`src/rtl/veda_port_arbiter.sv`:
```
// veda_port_arbiter: shares one VEDA memory port between instruction fetch (IF)
// and load/store (LS). Grants are combinational, read returns are steered back
// to their issuer through a RD_LATENCY-deep tag pipe.
// Optional build macro: VEDA_ARB_FAIRNESS_EN adds an IF starvation counter that
// forces an IF win after STARVE_MAX consecutive denials.
module veda_port_arbiter #(
    parameter int unsigned ADDR_W     = 32,
    parameter int unsigned DATA_W     = 32,
    parameter int unsigned RD_LATENCY = 1,
    parameter int unsigned STARVE_MAX = 4
) (
    input  logic              clk,
    input  logic              rst,
    input  logic              if_req,
    input  logic [ADDR_W-1:0] if_addr,
    output logic              if_gnt,
    output logic              if_rvalid,
    output logic [DATA_W-1:0] if_rdata,
    input  logic              ls_req,
    input  logic              ls_we,
    input  logic [ADDR_W-1:0] ls_addr,
    input  logic [DATA_W-1:0] ls_wdata,
    output logic              ls_gnt,
    output logic              ls_rvalid,
    output logic [DATA_W-1:0] ls_rdata,
    output logic              VEDA_mode,
    output logic [ADDR_W-1:0] VEDA_address,
    output logic [DATA_W-1:0] VEDA_data_in,
    input  logic [DATA_W-1:0] VEDA_data_out
);

    // owner: 1 = LS, 0 = IF
    typedef struct packed {
        logic valid;
        logic owner;
    } tag_t;

    tag_t tag_q [RD_LATENCY];
    logic if_force;
    logic rd_push;

`ifdef VEDA_ARB_FAIRNESS_EN
    localparam int unsigned CNT_W = $clog2(STARVE_MAX + 1);

    logic [CNT_W-1:0] starve_q;

    assign if_force = (starve_q == CNT_W'(STARVE_MAX));

    // Count consecutive cycles IF waits; saturates so IF keeps winning until served.
    always_ff @(posedge clk or posedge rst) begin
        if (rst) begin
            starve_q <= '0;
        end else if (!if_req || if_gnt) begin
            starve_q <= '0;
        end else if (!if_force) begin
            starve_q <= starve_q + CNT_W'(1);
        end
    end
`else
    assign if_force = 1'b0;
`endif

    // Arbitration: LS wins unless IF has been starved; nothing granted in reset.
    always_comb begin
        if_gnt = 1'b0;
        ls_gnt = 1'b0;
        if (!rst) begin
            if_gnt = if_req && (!ls_req || if_force);
            ls_gnt = ls_req && !(if_req && if_force);
        end
    end

    // Winner drives the VEDA lines; idle lines sit at read/zero.
    always_comb begin
        VEDA_mode    = 1'b1;
        VEDA_address = '0;
        VEDA_data_in = '0;
        if (ls_gnt) begin
            VEDA_mode    = !ls_we;
            VEDA_address = ls_addr;
            VEDA_data_in = ls_we ? ls_wdata : '0;
        end else if (if_gnt) begin
            VEDA_address = if_addr;
        end
    end

    assign rd_push = (ls_gnt && !ls_we) || if_gnt;

    // Tag pipe: one stage per cycle of read latency, writes push an empty tag.
    always_ff @(posedge clk or posedge rst) begin
        if (rst) begin
            for (int unsigned i = 0; i < RD_LATENCY; i++) begin
                tag_q[i] <= '0;
            end
        end else begin
            tag_q[0] <= '{valid: rd_push, owner: ls_gnt};
            for (int unsigned i = 1; i < RD_LATENCY; i++) begin
                tag_q[i] <= tag_q[i-1];
            end
        end
    end

    // Return steering from the oldest tag.
    always_comb begin
        if_rvalid = tag_q[RD_LATENCY-1].valid && !tag_q[RD_LATENCY-1].owner;
        ls_rvalid = tag_q[RD_LATENCY-1].valid &&  tag_q[RD_LATENCY-1].owner;
        if_rdata  = if_rvalid ? VEDA_data_out : '0;
        ls_rdata  = ls_rvalid ? VEDA_data_out : '0;
    end

endmodule

```
`config.mk`:
```
export PLATFORM = sky130hd
export DESIGN_NAME = veda_port_arbiter
export DESIGN_NICKNAME = d
export VERILOG_FILES = /design/src/rtl/veda_port_arbiter.sv
export SDC_FILE = /design/constraint.sdc
export NUM_CORES = 1
export LEC_CHECK = 0
export ABC_AREA = 0
export BUFFER_PORTS_ARGS = -buffer_cell sky130_fd_sc_hd__buf_2
export CAP_MARGIN = 0
export CORE_AREA = 2 2 102 104
export DETAILED_ROUTE_END_ITERATION = 6
export DIE_AREA = 0 0 104 106
export REMOVE_ABC_BUFFERS = 1
export SLEW_MARGIN = 20
export SYNTH_ARGS = -nofsm -noshare
export SYNTH_HDL_FRONTEND = slang
export SYNTH_SLANG_ARGS = --single-unit
```
`constraint.sdc`:
```
create_clock -name clk -period 2.7 [get_ports clk]
set_input_delay 0.27 -clock clk [delete_from_list [all_inputs] [get_ports clk]]
set_output_delay 0.27 -clock clk [all_outputs]
set_load 0.01 [all_outputs]
```
==> results of run 1 <==
[path summary, 6_finish.rpt]
path                               startpoint            endpoint  depth (start not counted)
worst max-delay path       tag_q[1]$_DFF_PP0_        if_rdata[14]                          4
max in group asynchronous                 rst  tag_q[0]$_DFF_PP0_                          2
worst min-delay path                      rst  tag_q[1]$_DFF_PP0_                          2
min in group clk                          rst  tag_q[1]$_DFF_PP0_                          2
[synthesized netlist by cell type (all sizes together)]
master / instances
a211oi: 1
a32o: 32
and2: 34
and3: 64
buf: 12
clkbuf: 14
dfrtp: 2
inv: 1
nand2: 1
nor2: 1
nor2b: 3
[kinds of logic (layout without fill, tap and decap cells)]
logic type | Yosys count | count (layout) | synth area share, %
buf+inv | 27 | 273 | 13.9
simple gates | 103 | 103 | 54.4
compound gates | 33 | 33 | 27.5
flops | 2 | 2 | 4.19
[report_power, final]
part | switching [µW] | leakage (µW) | internal (µW)
sequential | 0.388 | 0.0000256 | 32.0
combinational | 171 | 0.00181 | 166
clock | 22.7 | 0.0000216 | 94.2
[area by class of cell]
class | instances | area [µm²]
multi-input cells | 136 | 985
repair buffers | 269 | 1360
flip-flops and latches | 2 | 50.0
clock buffers | 3 | 41.3
well taps | 136 | 170
fillers | 1102 | 7390
inverters | 1 | 3.75
[metal layers]
metal / vias up / routed length, µm / global-route usage [%]
li1: 1127 / - / -
met5: - / 0 / 0
met2: 168 / 3750 / 22.0
met1: 1011 / 2850 / 13.4
met3: 4 / 821 / 3.56
met4: 0 / 19 / 1.83
[per-stage QoR]
| step | util [%] | instances | hold slack, ns | worst slack (ns) | total power [µW] |
|---|---|---|---|---|---|
| after global placement | 25.7 | 544 | 0.364 | 0.979 | 363 |
| after CTS | 26.1 | 547 | 0.154 | 0.723 | 493 |
| after detailed placement | 25.7 | 544 | 0.376 | 0.935 | 370 |
| after floorplan | - | 139 | 0.147 | 0.654 | 169 |
| after global routing | 26.1 | 547 | 0.196 | 0.556 | 526 |
| final | 26.1 | 547 | 0.153 | 0.753 | 487 |
[worst max-delay path: cells and delay by family, from the launching register on]
kind,cells,cell delay (ns)
AND/OR/NAND/NOR,2,0.75
buffers and inverters,2,0.38
flip-flops,1,0.31
==> flow_summary.json, run 1 <==
{
  "syn_area_um2": 1190,
  "ir_drop_mv": 0.0623,
  "syn-instance-count": 165,
  "yosysUniqueCellTypes": 14,
  "drive_above_1_share_pct": 67.2,
  "top_regs": "tag_q x2",
  "slew_violations": 0,
  "cp_data_arrival_time_ns": 1.68,
  "cpMaxStageDelayCell": "nor2b_4",
  "max_freq_mhz": 514,
  "first_iter_violations": 164,
  "path_cells": "buf_4 -> nor2b_4 -> and2_1 -> buf_2",
  "n_antenna_cell": 0,
  "final_cell_area_um2": 2610,
  "cts_buffers": 3,
  "yosys.area.top_type": "and3_1",
  "p_per_area_nw_per_um2": 187,
  "hold_viol_final": 0,
  "die_area_um2": 11000,
  "drt-pass1-iter-count": 5,
  "synth-warning-count": 0,
  "final_common_cell": "buf_2",
  "status": "finished, final reports clean",
  "grt_max_degree": 63,
  "nets": 546,
  "grt_overflow": 0,
  "yosys.area.top_type_share_pct": 33.5,
  "maxSlewHeadroom_pct": 61.3,
  "ys_seq_area_share_pct": 4.19,
  "path_clk_slew_ns": 0.03,
  "cts_tree": "done",
  "end_kind": "output port",
  "required_ns": 2.43,
  "postCtsHoldBufs": 0,
  "critPathMaxFanout": 34,
  "cts_sinks": 2,
  "cts-resized-gates": 0,
  "initial_utilization_pct": 11.9,
  "grt_pass1_vias": 2061,
  "place_area_um2": 2560,
  "largest_reg_flops": 2,
  "maxCapViolCount": 0,
  "crit_type": "register to output port",
  "regMostFlops": "tag_q",
  "post-cts-setup-buffers": 0,
  "mostFrequentLayoutCells": "buf_2, and3_1, and2_1",
  "ys_top_cells_by_area": "and3_1, a32o_1, and2_1",
  "wl_um": 7440,
  "tns_ns": 0,
  "htreeDepth": 1,
  "coreArea_um2": 10000,
  "leakagePower_uw": 0.00185,
  "vias": 2310,
  "vias_per_cell": 4.22,
  "worstMarginPinSlew_ns": 0.579,
  "start_kind": "register",
  "gp_congestion": 0.764,
  "grt_usage_pct": 11.8,
  "drc": 0,
  "fp.dieH_um": 106,
  "fin_crit_sh_pct": 72.1,
  "routedWlPerCell_um": 13.6,
  "finalSetupViolCount": 0,
  "finalCriticalPeriod_ns": 1.95,
  "antenna_found_initial": 0,
  "io_pins": 266,
  "post_synth.cell_area_avg_um2": 7.23,
  "die_w_um": 104,
  "rsz0062_at_grt": "no",
  "min_path_type": "input pin to async pin",
  "core.rowCount": 37,
  "dpl.hpwl_um": 6200,
  "area.growth.synth_to_final_pct": 118,
  "slowest_delay_ns": 0.54,
  "grt_pass1_wl_um": 10600,
  "place.port_buffers": 265,
  "cts_buffer_depth": 2,
  "synth_seq_cells": 2,
  "cts.root.buffer_cell": "clkbuf_8",
  "ant_nets": 0
}
Power figures use the tool's default switching activity.
==> run 2: changes to the inputs <==
--- a/config.mk
+++ b/config.mk
@@ -5,12 +5,12 @@
 export SDC_FILE = /design/constraint.sdc
 export NUM_CORES = 1
 export LEC_CHECK = 0
-export ABC_AREA = 0
+export ABC_AREA = 1
 export BUFFER_PORTS_ARGS = -buffer_cell sky130_fd_sc_hd__buf_2
 export CAP_MARGIN = 0
-export CORE_AREA = 2 2 102 104
+export CORE_AREA = 2 2 103 105
 export DETAILED_ROUTE_END_ITERATION = 6
-export DIE_AREA = 0 0 104 106
+export DIE_AREA = 0 0 105 107
 export REMOVE_ABC_BUFFERS = 1
 export SLEW_MARGIN = 20
 export SYNTH_ARGS = -nofsm -noshare
==> constraint.sdc (replaced) <==
create_clock -name clk -period 1.8 [get_ports clk]
set_input_delay 0.18 -clock clk [delete_from_list [all_inputs] [get_ports clk]]
set_output_delay 0.18 -clock clk [all_outputs]
set_load 0.01 [all_outputs]
==> run 2 against run 1 <==
Compared with the run above:
- clock power rose by 52%
- final area rose by 4.5%
- synthesized cell count rose by 80%
- sequential power rose by 52%
- non-clock buffer count did not move
- via count rose by 13%
- worst hold slack improved by 0.079 ns
- largest cell class unchanged
- cell count rose by 24%
- die area rose by 1.9%
- combinational power rose by 51%
- setup slack got worse by 0.48 ns
==> flow_summary.json, run 2 <==
{
  "maxSlewHeadroom_pct": 61.5,
  "slowest_delay_ns": 0.40,
  "pre_cts_slack_ns": 0.335,
  "routedWlPerCell_um": 10.3,
  "path_cells": "inv_1 -> nor2_2 -> inv_2 -> nor2_1 -> buf_2",
  "synth_common_cells": "nand2_1, nor2_1, inv_1",
  "vias_per_cell": 3.86,
  "cp_top_family": "buffers and inverters",
  "cpMaxStageDelayCell": "inv_2",
  "post-cts-setup-buffers": 0,
  "gp_congestion": 0.767,
  "drt-pass1-iter-count": 4,
  "cts_sinks": 2,
  "ys.flop_type": "dfrtp_1",
  "io_pins": 266,
  "start_kind": "register",
  "n_antenna_cell": 0,
  "path_clk_slew_ns": 0.03,
  "vias": 2621,
  "coreArea_um2": 10100,
  "p_int_uw": 413,
  "synth_simple_gate_area_share_pct": 72.9,
  "regMostFlops": "tag_q",
  "antenna_found_initial": 0,
  "min_path_type": "input pin to async pin",
  "first_iter_violations": 158,
  "cts_buffers": 3,
  "critPathMaxFanout": 32,
  "synth_compound_area_share_pct": 0.384,
  "drc": 0,
  "synth-warning-count": 0,
  "yosys.area.top_type": "nand2_1",
  "cts_buffer_depth": 2,
  "fill_cells": 1189,
  "seq_area_um2": 50.0,
  "maxCapViolCount": 0,
  "p_sw_uw": 322,
  "grt_pass1_vias": 2246,
  "post_synth.cell_area_avg_um2": 4.39,
  "die_w_um": 105,
  "muxShareOfSynthArea_pct": 0,
  "drt-met1-wl_um": 2710,
  "fp.dieH_um": 107,
  "hold_viol_final": 0,
  "fin_ws_ns": 0.277,
  "tns_ns": 0,
  "synth-xor-area-share_pct": 0,
  "synth_most_common_cell": "nand2_1",
  "required_ns": 1.62,
  "cts-resized-gates": 0,
  "crit_buf_inv": 3,
  "grt_pass1_wl_um": 10100,
  "drive_above_1_share_pct": 51.2,
  "die_area_um2": 11200,
  "finalCriticalPeriod_ns": 1.52,
  "place_inst": 676,
  "cts.root.buffer_cell": "clkbuf_8",
  "synth_edf_count": 0,
  "max_freq_mhz": 657,
  "crit_type": "register to output port",
  "place.port_buffers": 265,
  "grt_overflow": 0,
  "multiInputGateArea_um2": 956,
  "p_clk_share_pct": 24.2,
  "maxUsedRoutingLayer": "met4",
  "mostFrequentLayoutCells": "buf_2, nand2_1, nor2_1",
  "ys_seq_area_share_pct": 3.84,
  "ys_top_cells_by_area": "nand2_1, nor2_1, nand4_1",
  "final_cells": 679,
  "leakagePower_uw": 0.00203,
  "async_reset_ff_share_pct": 100,
  "synth_fa_ha_area_share_pct": 0,
  "dpl.hpwl_um": 5630,
  "htreeDepth": 1,
  "rsz0062_at_grt": "no",
  "grt_usage_pct": 10.6,
  "initial_utilization_pct": 12.9,
  "end_kind": "output port",
  "yosysUniqueCellTypes": 13,
  "area.growth.synth_to_final_pct": 109,
  "wl_um": 6980,
  "pwr-share-seq_pct": 6.7,
  "synth_seq_cells": 2,
  "final_common_cell": "buf_2",
  "grt_max_degree": 36,
  "largest_reg_flops": 2,
  "p_per_area_nw_per_um2": 270,
  "postCtsHoldBufs": 0,
  "syn_area_um2": 1300,
  "ant_nets": 0,
  "yosys.area.top_type_share_pct": 28.2,
  "top_regs": "tag_q x2",
  "status": "finished, final reports clean",
  "ir_drop_mv": 0.111,
  "p_sw_share_pct": 43.8,
  "syn-instance-count": 297,
  "cts_tree": "done",
  "worstMarginPinSlew_ns": 0.578,
  "nets": 678,
  "met3_wirelength_um": 686,
  "cp_data_arrival_time_ns": 1.34,
  "slew_violations": 0,
  "met2WireLength_um": 3540,
  "synth_top_family_by_area": "simple AND/OR/NAND/NOR gates",
  "fin_crit_sh_pct": 84.6,
  "p_comb_share_pct": 69.1,
  "finalSetupViolCount": 0,
  "core.rowCount": 37
}
## run 2: cell count changes after synthesis, sizes merged
| cell | previous run | this run |
|---|---|---|
| nand2 | 1 | 99 |
| nor2 | 1 | 97 |
| and3 | 64 | 0 |
| inv | 1 | 39 |
| and2 | 34 | 0 |
| a32o | 32 | 0 |
| nand4 | 0 | 32 |
| buf | 12 | 26 |
| clkbuf | 14 | 0 |
| nor2b | 3 | 0 |
| a211oi | 1 | 0 |
| nand3 | 0 | 1 |
| o21ai | 0 | 1 |
## run 2: cell type report
class / instances / area share (%)
well taps: 136 / 6.25
flip-flops and latches: 2 / 1.84
clock buffers: 3 / 1.52
multi-input cells: 230 / 35.1
inverters: 39 / 5.47
repair buffers: 269 / 49.8
## run 2: worst paths after layout
path / start / to / slack (ns) / cells past startpoint
max: tag_q[1]$_DFF_PP0_ / if_rdata[22] / 0.28 / 5
max in group asynchronous: rst / tag_q[1]$_DFF_PP0_ / 1.46 / 3
min in group clk: ls_req / tag_q[1]$_DFF_PP0_ / 0.35 / 3
min: rst / tag_q[0]$_DFF_PP0_ / 0.23 / 3
## run 2: cells by family after synthesis
| kind of cell | Yosys count |
|---|---|
| AOI/OAI and AO/OA | 1 |
| and+or+nand+nor | 229 |
| buffers and inverters | 65 |
| DFF | 2 |
## run 2: routing by layer
metal	vias to the layer above	GRT usage, %
met4	0	2.86
met5	-	0
met2	153	21.1
met1	1078	11.5
met3	4	1.82
li1	1386	-
## run 2: power groups by stage
stage | clock [µW] | sequential (µW) | combinational [µW]
3_5_place_dp | 0 | 49.9 | 510
6_report | 178 | 49.4 | 508
5_1_grt | 187 | 49.5 | 565
4_1_cts | 185 | 49.4 | 513
3_3_place_gp | 0 | 49.8 | 511
2_1_floorplan | 0 | 49.6 | 212
## run 2: stage by stage
step | hold slack (ns) | power, µW | utilization, % | cell area, µm²
2_1_floorplan | 0.0768 | 261 | - | 1150
3_3_place_gp | 0.442 | 561 | 26.6 | 2680
3_5_place_dp | 0.444 | 560 | 26.6 | 2680
4_1_cts | 0.219 | 747 | 27.0 | 2720
5_1_grt | 0.254 | 801 | 27.0 | 2720
6_report | 0.233 | 735 | 27.0 | 2720
## run 2: tightest hold or removal path, delay by kind of cell
| family | cells | cell delay (ns) |
|---|---|---|
| buffers and inverters | 3 | 0.58 |
